File: config.mk
export PLATFORM = sky130hd
export DESIGN_NAME = mem_stage
export DESIGN_NICKNAME = d
export VERILOG_FILES = /design/src/rtl/mem_pkg.sv /design/src/rtl/load_align.sv /design/src/rtl/mem_stage.sv
export SDC_FILE = /design/constraint.sdc
export NUM_CORES = 1
export LEC_CHECK = 0
export ABC_AREA = 1
export ABC_CLOCK_PERIOD_IN_PS = 4250
export BUFFER_PORTS_ARGS = -buffer_cell sky130_fd_sc_hd__buf_2
export CAP_MARGIN = 20
export CORE_MARGIN = 1
export CORE_UTILIZATION = 35
export CTS_BUF_LIST = sky130_fd_sc_hd__clkbuf_8
export DETAILED_ROUTE_END_ITERATION = 6
export GPL_ROUTABILITY_DRIVEN = 0
export GPL_TIMING_DRIVEN = 0
export PLACE_DENSITY = 0.55
export SKIP_CTS_REPAIR_TIMING = 1
export SLEW_MARGIN = 5
export SYNTH_ARGS = -nofsm -noshare
export SYNTH_HDL_FRONTEND = slang
export SYNTH_SLANG_ARGS = --single-unit
File: constraint.sdc
create_clock -name clk -period 4.25 [get_ports clk]
set_input_delay 0.85 -clock clk [delete_from_list [all_inputs] [get_ports clk]]
set_output_delay 0.85 -clock clk [all_outputs]
set_load 0.03 [all_outputs]
File: src/rtl/mem_pkg.sv
`default_nettype none
// ============================================================================
// Package : mem_pkg
// Brief   : Opcode/funct3 constants, FSM encoding and decode helpers for mem_stage.
// Rev     : 1.0
// ============================================================================
package mem_pkg;

    localparam logic [6:0] c_opc_load  = 7'b0000011;
    localparam logic [6:0] c_opc_store = 7'b0100011;

    localparam logic [2:0] c_f3_lb  = 3'b000;
    localparam logic [2:0] c_f3_lh  = 3'b001;
    localparam logic [2:0] c_f3_lw  = 3'b010;
    localparam logic [2:0] c_f3_lbu = 3'b100;
    localparam logic [2:0] c_f3_lhu = 3'b101;

    localparam logic [2:0] c_f3_sb  = 3'b000;
    localparam logic [2:0] c_f3_sh  = 3'b001;
    localparam logic [2:0] c_f3_sw  = 3'b010;

    localparam int c_be_w = 4;

    typedef enum logic [1:0] {
        ST_IDLE   = 2'd0,
        ST_REQ    = 2'd1,
        ST_WAIT_R = 2'd2
    } mem_state_e;

    function automatic logic is_load_f3(input logic [2:0] f3);
        return (f3 == c_f3_lb) || (f3 == c_f3_lh) || (f3 == c_f3_lw) ||
               (f3 == c_f3_lbu) || (f3 == c_f3_lhu);
    endfunction

    function automatic logic is_store_f3(input logic [2:0] f3);
        return (f3 == c_f3_sb) || (f3 == c_f3_sh) || (f3 == c_f3_sw);
    endfunction

endpackage
`default_nettype wire

File: src/rtl/load_align.sv
`default_nettype none
// ============================================================================
// Module : load_align
// Brief  : Selects the byte/half lane of load data and sign/zero-extends it.
// Rev    : 1.0
// ============================================================================
module load_align
    import mem_pkg::*;
(
    input  logic [31:0] i_rdata,
    input  logic [1:0]  i_addr_lo,
    input  logic [2:0]  i_funct3,
    output logic [31:0] o_result
);

    logic [7:0]  w_byte;
    logic [15:0] w_half;

    always_comb begin
        case (i_addr_lo)
            2'd0:    w_byte = i_rdata[7:0];
            2'd1:    w_byte = i_rdata[15:8];
            2'd2:    w_byte = i_rdata[23:16];
            default: w_byte = i_rdata[31:24];
        endcase
        w_half = i_addr_lo[1] ? i_rdata[31:16] : i_rdata[15:0];

        case (i_funct3)
            c_f3_lb:  o_result = {{24{w_byte[7]}}, w_byte};
            c_f3_lbu: o_result = {24'b0, w_byte};
            c_f3_lh:  o_result = {{16{w_half[15]}}, w_half};
            c_f3_lhu: o_result = {16'b0, w_half};
            default:  o_result = i_rdata;
        endcase
    end

endmodule
`default_nettype wire

File: src/rtl/mem_stage.sv
`default_nettype none
// ============================================================================
// Module : mem_stage
// Brief  : Load/store stage on a req/gnt/rvalid bus; optional MEM_MISALIGN_TRAP_EN.
// Rev    : 1.0
// ============================================================================
module mem_stage
    import mem_pkg::*;
#(
    parameter int ADDR_W = 32,
    parameter int DATA_W = 32
) (
    input  logic                clk,
    input  logic                rst,
    input  logic                mem_valid_i,
    input  logic [31:0]         mem_inst_i,
    input  logic [31:0]         mem_pc_i,
    input  logic [DATA_W-1:0]   mem_reg_wdata_i,
    input  logic [DATA_W-1:0]   mem_store_data_i,
    input  logic                mem_wr_reg_en_i,
    input  logic [4:0]          mem_wr_reg_addr_i,
    output logic                mem_stall_o,
    output logic                dbus_req_o,
    output logic                dbus_we_o,
    output logic [ADDR_W-1:0]   dbus_addr_o,
    output logic [DATA_W-1:0]   dbus_wdata_o,
    output logic [c_be_w-1:0]   dbus_be_o,
    input  logic                dbus_gnt_i,
    input  logic                dbus_rvalid_i,
    input  logic [DATA_W-1:0]   dbus_rdata_i,
`ifdef MEM_MISALIGN_TRAP_EN
    output logic                misalign_o,
    output logic [ADDR_W-1:0]   misalign_addr_o,
`endif
    output logic                wb_valid_o,
    output logic                wb_wr_reg_en_o,
    output logic [4:0]          wb_wr_reg_addr_o,
    output logic [DATA_W-1:0]   wb_reg_wdata_o,
    output logic [31:0]         wb_pc_o,
    output logic [31:0]         wb_inst_o
);

    mem_state_e          state_q, state_d;
    logic [ADDR_W-1:0]   addr_q, addr_d;
    logic                we_q, we_d;
    logic [c_be_w-1:0]   be_q, be_d;
    logic [DATA_W-1:0]   wdata_q, wdata_d;
    logic [2:0]          funct3_q, funct3_d;
    logic                rd_en_q, rd_en_d;
    logic [4:0]          rd_q, rd_d;
    logic [31:0]         pc_q, pc_d, inst_q, inst_d;

    logic                wb_valid_q, wb_valid_d;
    logic                wb_en_q, wb_en_d;
    logic [4:0]          wb_rd_q, wb_rd_d;
    logic [DATA_W-1:0]   wb_data_q, wb_data_d;
    logic [31:0]         wb_pc_q, wb_pc_d, wb_inst_q, wb_inst_d;
`ifdef MEM_MISALIGN_TRAP_EN
    logic                misalign_q, misalign_d;
    logic [ADDR_W-1:0]   misalign_addr_q, misalign_addr_d;
`endif

    logic [2:0]          w_f3;
    logic [ADDR_W-1:0]   w_addr;
    logic                w_is_load, w_is_store, w_misalign, w_mem_op;
    logic [c_be_w-1:0]   w_be_in;
    logic [DATA_W-1:0]   w_wdata_in;
    logic [31:0]         w_load_data;

    assign w_f3       = mem_inst_i[14:12];
    assign w_addr     = mem_reg_wdata_i[ADDR_W-1:0];
    assign w_is_load  = (mem_inst_i[6:0] == c_opc_load)  && is_load_f3(w_f3);
    assign w_is_store = (mem_inst_i[6:0] == c_opc_store) && is_store_f3(w_f3);

`ifdef MEM_MISALIGN_TRAP_EN
    assign w_misalign = (w_is_load || w_is_store) &&
                        (((w_f3[1:0] == 2'b01) && w_addr[0]) ||
                         ((w_f3[1:0] == 2'b10) && (w_addr[1:0] != 2'b00)));
`else
    assign w_misalign = 1'b0;
`endif

    assign w_mem_op = mem_valid_i && (w_is_load || w_is_store) && !w_misalign;

    always_comb begin
        case (w_f3[1:0])
            2'b00: begin
                w_be_in    = 4'b0001 << w_addr[1:0];
                w_wdata_in = {4{mem_store_data_i[7:0]}};
            end
            2'b01: begin
                w_be_in    = 4'b0011 << {w_addr[1], 1'b0};
                w_wdata_in = {2{mem_store_data_i[15:0]}};
            end
            default: begin
                w_be_in    = 4'b1111;
                w_wdata_in = mem_store_data_i;
            end
        endcase
    end

    load_align u_load_align (
        .i_rdata   (dbus_rdata_i),
        .i_addr_lo (addr_q[1:0]),
        .i_funct3  (funct3_q),
        .o_result  (w_load_data)
    );

    always_comb begin
        state_d   = state_q;
        addr_d    = addr_q;
        we_d      = we_q;
        be_d      = be_q;
        wdata_d   = wdata_q;
        funct3_d  = funct3_q;
        rd_en_d   = rd_en_q;
        rd_d      = rd_q;
        pc_d      = pc_q;
        inst_d    = inst_q;
        wb_valid_d = 1'b0;
        wb_en_d    = 1'b0;
        wb_rd_d    = wb_rd_q;
        wb_data_d  = wb_data_q;
        wb_pc_d    = wb_pc_q;
        wb_inst_d  = wb_inst_q;
`ifdef MEM_MISALIGN_TRAP_EN
        misalign_d      = 1'b0;
        misalign_addr_d = misalign_addr_q;
`endif
        mem_stall_o  = 1'b0;
        dbus_req_o   = 1'b0;
        dbus_we_o    = we_q;
        dbus_addr_o  = {addr_q[ADDR_W-1:2], 2'b00};
        dbus_be_o    = be_q;
        dbus_wdata_o = wdata_q;

        case (state_q)
            ST_IDLE: begin
                if (w_mem_op) begin
                    // First request cycle is driven straight from the inputs.
                    dbus_req_o   = 1'b1;
                    dbus_we_o    = w_is_store;
                    dbus_addr_o  = {w_addr[ADDR_W-1:2], 2'b00};
                    dbus_be_o    = w_be_in;
                    dbus_wdata_o = w_wdata_in;
                    addr_d   = w_addr;
                    we_d     = w_is_store;
                    be_d     = w_be_in;
                    wdata_d  = w_wdata_in;
                    funct3_d = w_f3;
                    rd_en_d  = mem_wr_reg_en_i;
                    rd_d     = mem_wr_reg_addr_i;
                    pc_d     = mem_pc_i;
                    inst_d   = mem_inst_i;
                    if (dbus_gnt_i && w_is_store) begin
                        wb_valid_d = 1'b1;
                        wb_rd_d    = mem_wr_reg_addr_i;
                        wb_data_d  = mem_reg_wdata_i;
                        wb_pc_d    = mem_pc_i;
                        wb_inst_d  = mem_inst_i;
                    end else begin
                        mem_stall_o = 1'b1;
                        state_d     = dbus_gnt_i ? ST_WAIT_R : ST_REQ;
                    end
                end else if (mem_valid_i) begin
                    wb_valid_d = 1'b1;
                    wb_en_d    = mem_wr_reg_en_i && !w_misalign;
                    wb_rd_d    = mem_wr_reg_addr_i;
                    wb_data_d  = mem_reg_wdata_i;
                    wb_pc_d    = mem_pc_i;
                    wb_inst_d  = mem_inst_i;
`ifdef MEM_MISALIGN_TRAP_EN
                    misalign_d = w_misalign;
                    if (w_misalign) begin
                        misalign_addr_d = w_addr;
                    end
`endif
                end
            end
            ST_REQ: begin
                dbus_req_o  = 1'b1;
                mem_stall_o = !(dbus_gnt_i && we_q);
                if (dbus_gnt_i) begin
                    if (we_q) begin
                        state_d    = ST_IDLE;
                        wb_valid_d = 1'b1;
                        wb_rd_d    = rd_q;
                        wb_data_d  = DATA_W'(addr_q);
                        wb_pc_d    = pc_q;
                        wb_inst_d  = inst_q;
                    end else begin
                        state_d = ST_WAIT_R;
                    end
                end
            end
            ST_WAIT_R: begin
                mem_stall_o = !dbus_rvalid_i;
                if (dbus_rvalid_i) begin
                    state_d    = ST_IDLE;
                    wb_valid_d = 1'b1;
                    wb_en_d    = rd_en_q;
                    wb_rd_d    = rd_q;
                    wb_data_d  = w_load_data;
                    wb_pc_d    = pc_q;
                    wb_inst_d  = inst_q;
                end
            end
            default: state_d = ST_IDLE;
        endcase
    end

    always_ff @(posedge clk) begin
        if (rst) begin
            state_q    <= ST_IDLE;
            addr_q     <= '0;
            we_q       <= 1'b0;
            be_q       <= '0;
            wdata_q    <= '0;
            funct3_q   <= '0;
            rd_en_q    <= 1'b0;
            rd_q       <= '0;
            pc_q       <= '0;
            inst_q     <= '0;
            wb_valid_q <= 1'b0;
            wb_en_q    <= 1'b0;
            wb_rd_q    <= '0;
            wb_data_q  <= '0;
            wb_pc_q    <= '0;
            wb_inst_q  <= '0;
`ifdef MEM_MISALIGN_TRAP_EN
            misalign_q      <= 1'b0;
            misalign_addr_q <= '0;
`endif
        end else begin
            state_q    <= state_d;
            addr_q     <= addr_d;
            we_q       <= we_d;
            be_q       <= be_d;
            wdata_q    <= wdata_d;
            funct3_q   <= funct3_d;
            rd_en_q    <= rd_en_d;
            rd_q       <= rd_d;
            pc_q       <= pc_d;
            inst_q     <= inst_d;
            wb_valid_q <= wb_valid_d;
            wb_en_q    <= wb_en_d;
            wb_rd_q    <= wb_rd_d;
            wb_data_q  <= wb_data_d;
            wb_pc_q    <= wb_pc_d;
            wb_inst_q  <= wb_inst_d;
`ifdef MEM_MISALIGN_TRAP_EN
            misalign_q      <= misalign_d;
            misalign_addr_q <= misalign_addr_d;
`endif
        end
    end

    assign wb_valid_o       = wb_valid_q;
    assign wb_wr_reg_en_o   = wb_en_q;
    assign wb_wr_reg_addr_o = wb_rd_q;
    assign wb_reg_wdata_o   = wb_data_q;
    assign wb_pc_o          = wb_pc_q;
    assign wb_inst_o        = wb_inst_q;
`ifdef MEM_MISALIGN_TRAP_EN
    assign misalign_o       = misalign_q;
    assign misalign_addr_o  = misalign_addr_q;
`endif

endmodule
`default_nettype wire
==> results.md <==
- Status: completed
- Slowest-stage cell, CP: dfxtp_1
- Clock Sinks: around 240
- Number of core rows: 67
- Crit path buf inv count: 7
- Post-route setup TNS: 0 ps
- H-tree levels: 2
- Final core occ: 0.4506
- Unique cell type count in the Yosys netlist: 33
- CP endpoint kind: output pin
- FMAX: approximately 0.28 GHz
- 1st-pass router iterations: 5
- Layout area overhead: 26.15%
- Flop-to-flop setup slack: approximately 1500 ps
- Seq/Total Area, Yosys: 0.4058
- DP Worst Slack: around 700 ps
- Commonest non-fill, non-tap cell in the layout: nand2_1
- Leakage power total: between 8 and 9 nW
- RSZ-0062 raised after global routing: no
- Post-route ant nets: 0
- Synth Warn #: 0
- Sequential power share: 0.448
- CTS tree: yes
- Critical path arrival: around 2700 ps
- DIE WIDTH: ~190 um
- Clock Latency Late Sink: 570 ps
- Cell-by-cell trace of the critical path: inv_1 > ha_1 > nand2_1 > inv_1 > nand2_4 > inv_2 > buf_6 > buf_6 > buf_4 > nand2_1 > nand2_1 > buf_2
- Cell Pwr Density: 355.5 mW/mm2
- Logic gate share of total power: 0.148
- Mean Syn Cell Area: 6.279 um2
- Critical setup path kind: flop to output pin
- Tmin final: between 3000 and 4000 ps
- Routed wire per std cell: 15.87 um
- Pint: around 3.8 mW
- Post-Route WL: 44270 um
- Worst setup margin: 693.8 ps
- Critical path required time: 3400 ps
- Post-Syn Area: 0.01204 mm2
- Port bufs: 342
- Layout cells sized above 1: 0.2106
- All-Layer GR Usage: 0.2441
- Vias in the first global route: 12.21k
- Number of max-cap violations: 0
- Worst Hold Class: flop to flop
- Crit path max fanout: 10
- Largest net degree at the start of global routing: 13
- Startpoint Class: flop
- Rel. slew slack: 0.4427
- Most frequent cells in the layout: nand2_1 (581), buf_2 (376), nor2_1 (279)
- Clock skew: 18.13 ps
- CTS Buf Count: 44
- Overflow after GRT: 0
- Clock network fraction of total power: 0.405
- Die Area: 0.03514 mm2
- Final setup viols: 0
- Syn Inst Count: between 1.5k and 2k
- Antenna violations before repair: 8
- CP dominant cell by count: nand2_1
- Register bit count reported by yosys: 244
- Kind of cell adding the most delay to the critical path: buffers and inverters
- Peak VDD IR: 246.2 uV
- Max-slew violations: 0
- CTS max path bufs: 3
- Worst slew pin tran: about 840 ps
- Switching power: 1.610 mW
- Switching Share: 0.2983
- Count of final hold-check violations: 0
- Crit-path max cell delay: 340 ps
- Vias/cell: ~4.7
- Tcrit/Tclk final: 0.8368
- Root Driver: clkbuf_8
- CTS clk-pin slew, worst paths: ~60 ps
- Starting Density: 0.3572
- Remaining DRCs: 0
- Die H: 187.4 um
- Boundary pin count: 345
- Core area: 0.03370 mm2
- Dpl hpwl: 33320 um
- First-pass GRT wire length: 67100 um
- Final net count: between 2k and 2.5k
- DRT iter0 DRCs: a little under 700
- DR vias: roughly 13k
## final timing paths
check                   from  cells past startpoint            endpoint
setup / recovery  state_q[1]                     12     dbus_addr_o[21]
hold / removal     inst_q[3]                      2           inst_q[3]
setup reg to reg  state_q[1]                     11  wb_reg_wdata_o[26]
hold reg to reg    inst_q[3]                      2           inst_q[3]
## power groups by stage
stage          Clock [mW]  Sequential [mW]  Combinational, mW
6_report             2.18             2.42              0.797
5_1_grt              2.36             2.43              0.879
4_1_cts              2.25             2.42              0.801
3_5_place_dp            0             2.47              0.797
3_3_place_gp            0             2.46              0.793
2_1_floorplan           0             2.62              0.329
## registers in the layout (all words and copies together) (netlist names)
| signal | cells |
|---|---|
| rd_en_q | 1 |
| funct3_q | 2 |
| wb_valid_o | 1 |
| state_q | 2 |
| we_q | 1 |
| be_q | 4 |
| wdata_q | 32 |
| inst_q | 30 |
| rd_q | 5 |
| wb_wr_reg_en_o | 1 |
| wb_wr_reg_addr_o | 5 |
| wb_reg_wdata_o | 32 |
| wb_inst_o | 32 |
| wb_pc_o | 32 |
| addr_q | 32 |
| pc_q | 32 |
## worst reg2reg max path: stages, from the launching register on
cell and delay [ps]:
dfxtp_1 390, inv_1 80, ha_1 560, buf_2 370, clkinv_1 330, clkbuf_1 350, a21oi_1 190, nand2_1 70
nand2_1 100, nand2_1 70, nand2_1 80, nor2_1 40
## logic make-up (layout without fill, tap and decap cells)
kind of cell,count (synthesis),count (layout),synth area share
simple gates,930,930,0.3056
compound gates,380,380,0.1612
buf+inv,358,776,0.1229
flops,244,244,0.4058
fa+ha+maj,4,4,0.004158
other cells,1,7,0.0003116
## cell type report
cell class                      count  area [um2]
Antenna cell                        5       12.51
Buffer                            116       568.0
Clock buffer                       55       757.0
Clock inverter                     21       102.6
Fill cell                        3705       18520
Inverter                          242       910.9
Multi-Input combinational cell   1316        5677
Sequential cell                   244        4885
Tap cell                          448       560.5
Timing Repair Buffer              342        1712
## per-layer routing
metal,wire (um),up-vias,GRT usage
li1,-,6697,-
met1,19780,5857,0.3144
met2,19920,443,0.3989
met3,3556,80,0.06811
met4,957,8,0.06567
met5,49,-,0
## cells in the mapped netlist
cell type | number | area share
clkbuf_1 | 60 | 0.019
nand3_2 | 4 | 0.0033
o211ai_1 | 11 | 0.0069
nand3b_4 | 1 | 0.0017
o21ai_0 | 159 | 0.066
clkinv_1 | 2 | 0.00062
nand2_2 | 1 | 0.00052
or2_1 | 6 | 0.0031
inv_1 | 231 | 0.072
nor3_1 | 1 | 0.00042
o22ai_1 | 3 | 0.0016
nand2_1 | 581 | 0.18
or2_2 | 17 | 0.0088
a21oi_1 | 190 | 0.079
ha_1 | 4 | 0.0042
buf_4 | 8 | 0.0050
o21ai_1 | 13 | 0.0054
a31oi_1 | 3 | 0.0016
nand3b_1 | 2 | 0.0012
nand2_4 | 3 | 0.0028
o21ai_2 | 1 | 0.00073
nor3_2 | 1 | 0.00083
inv_4 | 1 | 0.00052
buf_2 | 34 | 0.014
nor2_1 | 279 | 0.087
conb_1 | 1 | 0.00031
nor2_2 | 3 | 0.0016
dfxtp_1 | 244 | 0.41
nand3_1 | 29 | 0.012
buf_1 | 6 | 0.0019
inv_2 | 8 | 0.0025
nand4_1 | 2 | 0.0010
buf_6 | 8 | 0.0075
## through the flow
stage / instance area, um2 / std cells / hold slack [ps] / power [mW]
after floorplan: 12040 / 1918 / 433.3 / 2.954
after global placement: 14310 / 2708 / 444.8 / 3.257
after detailed placement: 14310 / 2708 / 449.4 / 3.262
after CTS: 15170 / 2784 / 459.7 / 5.470
after global routing: 15170 / 2785 / 473.9 / 5.665
final: 15180 / 2789 / 460.1 / 5.397
Note: power is estimated with default switching activity, not from simulation.
